**config.mk**
```make
export PLATFORM = sky130hd
export DESIGN_NAME = instr_encoder_loader
export DESIGN_NICKNAME = d
export VERILOG_FILES = /design/src/rtl/instr_encoder_loader_pkg.sv /design/src/rtl/instr_encoder_loader_field_packer.sv /design/src/rtl/instr_encoder_loader.sv
export SDC_FILE = /design/constraint.sdc
export NUM_CORES = 1
export LEC_CHECK = 0
export BUFFER_PORTS_ARGS = -buffer_cell sky130_fd_sc_hd__buf_2
export CAP_MARGIN = 20
export CORE_UTILIZATION = 50
export CTS_BUF_LIST = sky130_fd_sc_hd__clkbuf_8 sky130_fd_sc_hd__clkbuf_16
export DETAILED_ROUTE_END_ITERATION = 12
export GPL_TIMING_DRIVEN = 0
export PLACE_DENSITY = 0.86
export SLEW_MARGIN = 20
export SYNTH_ARGS = -nofsm -noshare
export SYNTH_HDL_FRONTEND = slang
export SYNTH_SLANG_ARGS = --single-unit
```
**constraint.sdc**
```tcl
create_clock -name clk -period 2.75 [get_ports clk]
set_input_delay 0.4125 -clock clk [delete_from_list [all_inputs] [get_ports clk]]
set_output_delay 0.4125 -clock clk [all_outputs]
set_load 0.05 [all_outputs]
```
**src/rtl/instr_encoder_loader_pkg.sv**
```systemverilog
// Shared types for the instruction encoder/loader: format codes, opcodes, error codes, FSM states.
package instr_encoder_loader_pkg;

    // Format codes match the decoder's InstructionType encoding.
    typedef enum logic [2:0] {
        FmtI = 3'd0,
        FmtS = 3'd1,
        FmtB = 3'd2,
        FmtU = 3'd3,
        FmtJ = 3'd4,
        FmtR = 3'd5
    } fmt_e;

    localparam logic [6:0] OpcOpImm = 7'b0010011;

    typedef enum logic [1:0] {
        ErrNone     = 2'b00,
        ErrRange    = 2'b01,
        ErrAlign    = 2'b10,
        ErrOverflow = 2'b11
    } err_e;

    typedef enum logic [1:0] {
        StIdle = 2'd0,
        StLoad = 2'd1,
        StDone = 2'd2,
        StErr  = 2'd3
    } state_e;

    // SLLI/SRLI/SRAI carry funct7 in the upper bits and a 5-bit shamt.
    function automatic logic is_shift_imm(logic [6:0] opcode, logic [2:0] funct3);
        return (opcode == OpcOpImm) && ((funct3 == 3'b001) || (funct3 == 3'b101));
    endfunction

endpackage

```
**src/rtl/instr_encoder_loader_field_packer.sv**
```systemverilog
// Combinational RV32I field packer with immediate range and alignment checking.
module instr_encoder_loader_field_packer
    import instr_encoder_loader_pkg::*;
(
    input  logic [2:0]  fmt_i,
    input  logic [6:0]  opcode_i,
    input  logic [2:0]  funct3_i,
    input  logic [6:0]  funct7_i,
    input  logic [4:0]  rd_i,
    input  logic [4:0]  rs1_i,
    input  logic [4:0]  rs2_i,
    input  logic [31:0] imm_i,
    output logic [31:0] word_o,
    output err_e        err_o
);

    logic signed [31:0] imm_s;
    logic               shift;

    assign imm_s = $signed(imm_i);
    assign shift = is_shift_imm(opcode_i, funct3_i);

    // Pack by format; a range violation wins over a misaligned offset.
    always_comb begin
        word_o = '0;
        err_o  = ErrNone;
        case (fmt_i)
            FmtR: begin
                word_o = {funct7_i, rs2_i, rs1_i, funct3_i, rd_i, opcode_i};
            end
            FmtI: begin
                if (shift) begin
                    word_o = {funct7_i, imm_i[4:0], rs1_i, funct3_i, rd_i, opcode_i};
                    if ((imm_s < 32'sd0) || (imm_s > 32'sd31)) err_o = ErrRange;
                end else begin
                    word_o = {imm_i[11:0], rs1_i, funct3_i, rd_i, opcode_i};
                    if ((imm_s < -32'sd2048) || (imm_s > 32'sd2047)) err_o = ErrRange;
                end
            end
            FmtS: begin
                word_o = {imm_i[11:5], rs2_i, rs1_i, funct3_i, imm_i[4:0], opcode_i};
                if ((imm_s < -32'sd2048) || (imm_s > 32'sd2047)) err_o = ErrRange;
            end
            FmtB: begin
                word_o = {imm_i[12], imm_i[10:5], rs2_i, rs1_i, funct3_i,
                          imm_i[4:1], imm_i[11], opcode_i};
                if ((imm_s < -32'sd4096) || (imm_s > 32'sd4094)) err_o = ErrRange;
                else if (imm_i[0])                                err_o = ErrAlign;
            end
            FmtU: begin
                word_o = {imm_i[31:12], rd_i, opcode_i};
                if (imm_i[11:0] != 12'd0) err_o = ErrAlign;
            end
            FmtJ: begin
                word_o = {imm_i[20], imm_i[10:1], imm_i[11], imm_i[19:12], rd_i, opcode_i};
                if ((imm_s < -32'sd1048576) || (imm_s > 32'sd1048574)) err_o = ErrRange;
                else if (imm_i[0])                                      err_o = ErrAlign;
            end
            default: begin
                err_o = ErrRange;
            end
        endcase
    end

endmodule

```
**src/rtl/instr_encoder_loader.sv**
```systemverilog
// Boot/test program loader: packs field-level requests into RV32I words and streams them to IMEM.
module instr_encoder_loader
    import instr_encoder_loader_pkg::*;
#(
    parameter int unsigned ADDR_W    = 8,
    parameter int unsigned DEPTH     = 256,
    parameter int unsigned BASE_ADDR = 0
) (
    input  logic              clk,
    input  logic              rst_n,
    input  logic              start_i,
    input  logic              req_valid_i,
    output logic              req_ready_o,
    input  logic [2:0]        req_fmt_i,
    input  logic [6:0]        req_opcode_i,
    input  logic [2:0]        req_funct3_i,
    input  logic [6:0]        req_funct7_i,
    input  logic [4:0]        req_rd_i,
    input  logic [4:0]        req_rs1_i,
    input  logic [4:0]        req_rs2_i,
    input  logic [31:0]       req_imm_i,
    input  logic              req_last_i,
    output logic              imem_we_o,
    output logic [ADDR_W-1:0] imem_addr_o,
    output logic [31:0]       imem_wdata_o,
    output logic              busy_o,
    output logic              done_o,
    output logic              err_o,
    output logic [1:0]        err_code_o,
    output logic [ADDR_W:0]   count_o
);

    localparam logic [ADDR_W-1:0] BaseAddr = ADDR_W'(BASE_ADDR);
    localparam logic [ADDR_W:0]   DepthCnt = (ADDR_W + 1)'(DEPTH);

    state_e              state_q;
    logic [ADDR_W-1:0]   wr_ptr_q;
    logic [ADDR_W-1:0]   wr_ptr_d;
    logic [ADDR_W:0]     count_q;
    logic [ADDR_W:0]     count_d;
    logic                we_q;
    logic [ADDR_W-1:0]   addr_q;
    logic [31:0]         wdata_q;
    err_e                err_code_q;
    logic [31:0]         pack_word;
    err_e                pack_err;
    logic                accept;
    logic                full;

    instr_encoder_loader_field_packer u_packer (
        .fmt_i    (req_fmt_i),
        .opcode_i (req_opcode_i),
        .funct3_i (req_funct3_i),
        .funct7_i (req_funct7_i),
        .rd_i     (req_rd_i),
        .rs1_i    (req_rs1_i),
        .rs2_i    (req_rs2_i),
        .imm_i    (req_imm_i),
        .word_o   (pack_word),
        .err_o    (pack_err)
    );

    assign req_ready_o = (state_q == StLoad) && !start_i;
    assign accept      = req_valid_i && req_ready_o;
    assign full        = (count_q == DepthCnt);
    // Pointer wraps naturally at 2**ADDR_W.
    assign wr_ptr_d    = wr_ptr_q + 1'b1;
    assign count_d     = count_q + 1'b1;

    // Session FSM, write pointer and registered IMEM write port.
    always_ff @(posedge clk or negedge rst_n) begin
        if (!rst_n) begin
            state_q    <= StIdle;
            wr_ptr_q   <= BaseAddr;
            count_q    <= '0;
            we_q       <= 1'b0;
            addr_q     <= '0;
            wdata_q    <= '0;
            err_code_q <= ErrNone;
        end else begin
            we_q <= 1'b0;
            if (start_i) begin
                state_q    <= StLoad;
                wr_ptr_q   <= BaseAddr;
                count_q    <= '0;
                err_code_q <= ErrNone;
            end else if (accept) begin
                if (full) begin
                    state_q    <= StErr;
                    err_code_q <= ErrOverflow;
                end else if (pack_err != ErrNone) begin
                    state_q    <= StErr;
                    err_code_q <= pack_err;
                end else begin
                    we_q     <= 1'b1;
                    addr_q   <= wr_ptr_q;
                    wdata_q  <= pack_word;
                    wr_ptr_q <= wr_ptr_d;
                    count_q  <= count_d;
                    if (req_last_i) state_q <= StDone;
                end
            end
        end
    end

    assign imem_we_o    = we_q;
    assign imem_addr_o  = addr_q;
    assign imem_wdata_o = wdata_q;
    assign busy_o       = (state_q == StLoad);
    assign done_o       = (state_q == StDone);
    assign err_o        = (state_q == StErr);
    assign err_code_o   = err_code_q;
    assign count_o      = count_q;

endmodule

```
==> metrics.yaml, run 1 <==
clock_network:
  root_buffer: "clkbuf_8"
  cts-hold-fix-buffers: 0
  clock_path_buffers: 2
  clk_latency_ns: 0.36
  cts_tree: "done"
  clkTransAtPathRegs_ns: 0.07
  cts_made_buffers: 9
  h-tree-depth: 3
  cts_num_sinks: 62
route:
  wire_per_inst_microns: 18.0
  ant_nets: 0
  route.detailed.drc: 0
  drtPass1Iterations: 5
  initialDrtViolationCount: 274
  vias: 3793
  vias_per_cell: 6.24
  routed_wl_microns: 11000
yosys:
  synth_ff_type: "dfrtp_1"
  syn-cell-area_sq_um: 3550
  syn_nets: 439
  yosysWarnings: 0
  synth_cell_types: 58
  synthArstFlopShare: 1.00
  netlist_instances: 364
  seq_area_frac_synth: 0.436
  synth_edf_count: 0
  synth_seq_cells: 62
  synth_area_per_cell_sq_um: 9.77
floorplan:
  die_h_microns: 86.3
  die_area_sq_um: 7450
  die_x_microns: 86.3
  coreArea_sq_um: 6830
  pin_count: 128
  start_util: 0.520
  num_rows: 30
finish:
  area_delta_synth_final_pct: 32.0
  num_antenna_cells: 0
  final_common_cell: "buf_2"
  final_cell_mix: "buf_2, dfrtp_1, mux2_2"
  utilization: 0.687
  fin_nets: 583
  final_layout_size_suffix_gt1_frac: 0.410
  design_area_sq_um: 4690
  fillers: 565
setup_path:
  endpoint_kind: "flip-flop"
  arrival_ns: 2.97
  path_common_cell: "or4_4"
  path_cells: "buf_2 -> or4_4 -> o311a_1 -> o2bb2ai_2 -> o211ai_1 -> or4_4 -> clkbuf_16 -> o31a_1 -> o21a_1"
  path_max_fanout: 5
  cp_slowest_cell: "or4_4"
  max_stage_delay_ns: 0.61
  path_buf_inv: 2
  startpoint_type: "input port"
  critPathRequiredTime_ns: 3.00
  cp_top_family: "simple AND/OR/NAND/NOR gates"
  crit_type: "input port to flip-flop"
grt:
  grt_pass1_vias: 3515
  grt_overflow: 0
  antenna_found_initial: 0
  grt_pass1_wl_microns: 16800
  grt_start_max_net_pins: 63
  gr-usage-all-layers: 0.294
timing:
  fin_crit_sh: 0.989
  slew_headroom: 0.481
  period_minus_slack_ns: 2.72
  setup_viol: 0
  skew_ns: 0.00836
  finalWorstSetupSlack_ns: 0.0290
  drv_slew: 0
  finalHoldViolCount: 0
  max_freq_mhz: 368
  tightest_slew_ns: 0.779
place:
  pre_cts_ws_ns: -0.722
  portBuffers: 126
  hpwl_microns: 7740
  gp_congestion: 0.939
  place_area_sq_um: 4310
power_and_ir_drop:
  p_per_area_nw_per_um2: 696
  peakVddDrop_mv: 0.595
  leakage_nw: 2.20
outcome:
  status: "complete, no violations"
job:
  maxCapViolations: 0
min_path:
  min-delay-path-class: "input port to asynchronous set/reset pin"
cells by family after synthesis:
family | synth area share
AO/OA/AOI/OAI | 0.231
XOR/XNOR | 0.00493
adder cells (fa/ha/maj) | 0.0106
buffers and inverters | 0.0398
flip-flops | 0.436
multiplexers | 0.0971
AND/OR/NAND/NOR | 0.180
worst register-to-register path: stages (launching register included):
cell       delay, ns
dfrtp_2         0.41
inv_2           0.05
ha_2            0.17
nor4b_1         0.14
and4b_2         0.27
a21oi_2         0.11
o211ai_1        0.18
or4_4           0.61
clkbuf_16       0.19
o31a_1          0.29
o21a_1          0.19
layer usage:
| layer | vias to the layer above | GRT usage | routed length [microns] |
|---|---|---|---|
| li1 | 1687 | - | - |
| met1 | 1846 | 0.355 | 4250 |
| met2 | 217 | 0.486 | 5360 |
| met3 | 43 | 0.0790 | 958 |
| met4 | 0 | 0.142 | 384 |
| met5 | - | 0 | 0 |
through the flow:
step,setup TNS [ns],power (mW),hold slack [ns],cells
finish,0,3.27,0.139,608
global route,-0.269,3.39,0.226,608
CTS,-0.192,3.23,0.172,601
detailed placement,-25.47,2.37,0.480,586
global placement,-21.66,2.34,0.476,586
floorplan,-0.0385,2.03,0.117,364
cell usage after synthesis (all sizes together) (4+ instances only):
library cell,number,area [sq um]
dfrtp,62,1550
mux2,28,315
o21ai,26,130
nand2,25,93.8
a21oi,21,105
nor2,21,78.8
clkbuf,16,60.1
nand4,12,75.1
inv,11,41.3
nand3,10,50.1
a221oi,9,78.8
a21boi,8,60.1
a22o,8,70.1
a31o,8,70.1
nor4,8,56.3
or3,7,43.8
a32oi,6,52.6
buf,6,40.0
a22oi,5,37.5
and3,5,31.3
nor2b,5,31.3
or4,5,41.3
and2,4,25.0
nor3,4,20.0
o31ai,4,30.0
o41ai,4,42.6
where the power goes:
part	switching (mW)	internal, mW
clock network	0.377	0.486
logic	0.890	0.363
registers	0.0809	1.07
total	1.35	1.92
final timing paths:
| check | startpoint | to | slack, ns | cells past startpoint |
|---|---|---|---|---|
| max in group asynchronous | rst_n | count_o[1] | 2.06 | 1 |
| min reg2reg | imem_wdata_o[23] | imem_wdata_o[23] | 0.50 | 1 |
| min | rst_n | wr_ptr_q[6] | 0.14 | 1 |
| max reg2reg | count_o[0] | count_o[3] | 0.03 | 10 |
| max | req_opcode_i[2] | count_o[3] | 0.03 | 9 |
| min in group clk | req_opcode_i[3] | imem_wdata_o[3] | 0.30 | 2 |
layout make-up:
| type | instances | area (sq um) | area share |
|---|---|---|---|
| multi-input cells | 269 | 1930 | 0.411 |
| flip-flops and latches | 62 | 1550 | 0.331 |
| repair buffers | 133 | 727 | 0.155 |
| clock buffers | 12 | 165 | 0.0352 |
| well taps | 96 | 120 | 0.0256 |
| plain buffers | 22 | 114 | 0.0243 |
| clock inverters | 3 | 42.5 | 0.00907 |
| inverters | 11 | 41.3 | 0.00880 |
flip-flops by register name (all words and copies together) (netlist names):
signal,flops
err_code_o,2
imem_addr_o,8
count_o,9
wr_ptr_q,8
imem_wdata_o,32
state_q,2
imem_we_o,1
what timing repair did:
| item | CTS | global route |
|---|---|---|
| gates cloned | 0 | 2 |
| endpoints found under the setup margin | 30 | 54 |
| pin swaps | 1 | 6 |
| gates resized for setup | 4 | 22 |
| setup buffers | 0 | 5 |
Note: power is estimated with default switching activity, not from simulation.
==> run 2, diff against run 1 <==
- CORE_ASPECT_RATIO: default -> 1.4
==> run 2 against run 1 <==
Net effect:
- flip-flop and latch count is the same
- critical path depth is 1 higher
- largest power group unchanged
- fmax is essentially flat
==> metrics.yaml, run 2 (synthesis results as in run 1) <==
floorplan:
  pin_count: 128  # unchanged
  die_area_sq_um: 7460  # was 7450 sq um
  die_x_microns: 73.3  # was 86.3 microns
  start_util: 0.512  # was 0.520
  die_h_microns: 102  # was 86.3 microns
  coreArea_sq_um: 6940  # was 6830 sq um
  num_rows: 36  # was 30
min_path:
  min-delay-path-class: "input port to asynchronous set/reset pin"  # unchanged
setup_path:
  startpoint_type: "input port"  # unchanged
  cp_slowest_cell: "or4_4"  # unchanged
  r2r-start: "count_o[1]"  # was count_o[0]
  endpoint_kind: "flip-flop"  # unchanged
  r2r_slack_ns: 0.05  # was 0.03 ns
  critPathRequiredTime_ns: 2.97  # was 3.00 ns
  max_stage_delay_ns: 0.54  # was 0.61 ns
  path_max_fanout: 10  # was 5
  reg2reg_depth: 11  # was 10
  path_common_cell: "buf_2"  # was or4_4
  arrival_ns: 2.94  # was 2.97 ns
  crit_type: "input port to flip-flop"  # unchanged
  rr_endpoint: "imem_wdata_o[31]"  # was count_o[3]
  path_buf_inv: 3  # was 2
  cp_top_family: "simple AND/OR/NAND/NOR gates"  # unchanged
  path_cells: "buf_2 -> or4_4 -> o311a_1 -> o2bb2ai_1 -> o211ai_1 -> buf_4 -> nor4_4 -> nand2_4 -> buf_2 -> mux2_2"  # was buf_2 -> or4_4 -> o311a_1 -> o2bb2ai_2 -> o211ai_1 -> or4_4 -> clkbuf_16 -> o31a_1 -> o21a_1
clock_network:
  cts_num_sinks: 62  # unchanged
  cts_tree: "done"  # unchanged
  cts_made_buffers: 9  # unchanged
  h-tree-depth: 3  # unchanged
  root_buffer: "clkbuf_8"  # unchanged
  clk_latency_ns: 0.35  # was 0.36 ns
  clock_path_buffers: 2  # unchanged
  clkTransAtPathRegs_ns: 0.06  # was 0.07 ns
route:
  route.detailed.drc: 0  # unchanged
  initialDrtViolationCount: 326  # was 274
  routed_wl_microns: 10500  # was 11000 microns
  wire_per_inst_microns: 17.3  # was 18.0 microns
  ant_nets: 0  # unchanged
  drtPass1Iterations: 5  # unchanged
  vias_per_cell: 6.09  # was 6.24
  vias: 3699  # was 3793
place:
  portBuffers: 126  # unchanged
  dp.cells: 585  # was 586
  gp_congestion: 0.933  # was 0.939
  hpwl_microns: 7640  # was 7740 microns
timing:
  setup_tns_ns: 0  # unchanged
  slew_headroom: 0.456  # was 0.481
  drv_slew: 0  # unchanged
  max_freq_mhz: 368  # about the same
  fin_crit_sh: 0.989  # about the same
  grt_setup_unrepaired: "yes"
  tightest_slew_ns: 0.815  # was 0.779 ns
  finalHoldViolCount: 0  # unchanged
  period_minus_slack_ns: 2.72  # about the same
  skew_ns: 0.0105  # was 0.00836 ns
  timing.hold.ws_ns: 0.158  # was 0.139 ns
  setup_viol: 0  # unchanged
finish:
  final_cell_mix: "buf_2, dfrtp_1, mux2_2"  # unchanged
  instances_no_fill: 607  # was 608
  final_layout_size_suffix_gt1_frac: 0.393  # was 0.410
  fillers: 588  # was 565
  utilization: 0.664  # was 0.687
  largest_register_ffs: 32  # unchanged
  final_common_cell: "buf_2"  # unchanged
  area_delta_synth_final_pct: 29.6  # was 32.0%
  num_antenna_cells: 0  # unchanged
  fin_nets: 582  # was 583
power_and_ir_drop:
  peakVddDrop_mv: 0.541  # was 0.595 mV
  p_per_area_nw_per_um2: 681  # was 696 nW/um^2
  total_power_mw: 3.14  # was 3.27 mW
  leakage_nw: 2.18  # was 2.20 nW
outcome:
  status: "complete, no violations"  # unchanged
grt:
  grt_pass1_wl_microns: 16300  # was 16800 microns
  antenna_found_initial: 0  # unchanged
  grt_overflow: 0  # unchanged
  grt_start_max_net_pins: 63  # unchanged
  gr-usage-all-layers: 0.286  # was 0.294
  grt_pass1_vias: 3586  # was 3515
job:
  maxCapViolations: 0  # unchanged
==> run 2: changes by cell type in the layout (fill, tap and decap cells not counted), moves of 2 or more <==
cell / delta
a21oi_1: +3
buf_6: +2
buf_8: -2
clkbuf_16: -2
inv_1: +2
a21oi_2: -3
buf_4: +3
clkbuf_2: -2
==> run 2: area by class of cell <==
type	instances	area [sq um]	area share
buffer	21	108	0.0234
multi-input combinational	269	1910	0.415
tap	95	119	0.0258
sequential	62	1550	0.337
clock inverter	4	21.3	0.00462
clock buffer	12	165	0.0358
inverter	11	41.3	0.00896
timing repair buffer	133	686	0.149
==> run 2: how the worst max path moves through the flow <==
| stage | from | end | slack, ns | cells after the start |
|---|---|---|---|---|
| CTS | req_fmt_i[0] | wr_ptr_q[4] | 0.02 | 10 |
| floorplan | req_fmt_i[0] | wr_ptr_q[4] | -0.04 | 9 |
| finish | req_fmt_i[0] | imem_wdata_o[31] | 0.03 | 10 |
| global route | count_o[1] | imem_wdata_o[12] | -0.06 | 11 |
| detailed placement | req_fmt_i[0] | imem_wdata_o[12] | -0.78 | 9 |
| global placement | req_fmt_i[0] | imem_wdata_o[12] | -0.71 | 9 |
==> run 2: worst register-to-register path, delay by kind of cell, from the launching register on <==
family | cells | cell delay (ns)
AND/OR/NAND/NOR | 4 | 0.93
buffers and inverters | 3 | 0.51
flip-flops | 1 | 0.42
multiplexers | 1 | 0.36
AO/OA/AOI/OAI | 2 | 0.18
adder cells (fa/ha/maj) | 1 | 0.17
==> run 2: where the power goes <==
part           switching [mW]  internal [mW]  total (mW)
clock network           0.354          0.394       0.748
logic                   0.887          0.348        1.24
registers              0.0832           1.07        1.15
==> run 2: per-layer routing <==
| metal | routed length (microns) | GRT usage |
|---|---|---|
| met2 | 5400 | 0.499 |
| met1 | 3940 | 0.317 |
| met5 | 0 | 0 |
| met3 | 751 | 0.0597 |
| met4 | 378 | 0.166 |
==> run 2: timing repair <==
action / CTS / global route
pin swaps: 1 / 3
endpoints found under the hold margin: 0 / 0
gates resized for setup: 6 / 12
hold buffers: 0 / 0
setup endpoints to repair: 35 / 50
setup buffers: 1 / 6
==> run 2: through the flow <==
stage / setup WS [ns] / instance area, sq um
global placement: -0.715 / 4310
floorplan: -0.0385 / 3560
detailed placement: -0.778 / 4310
finish: 0.0296 / 4610
CTS: 0.0187 / 4530
global route: -0.0648 / 4610
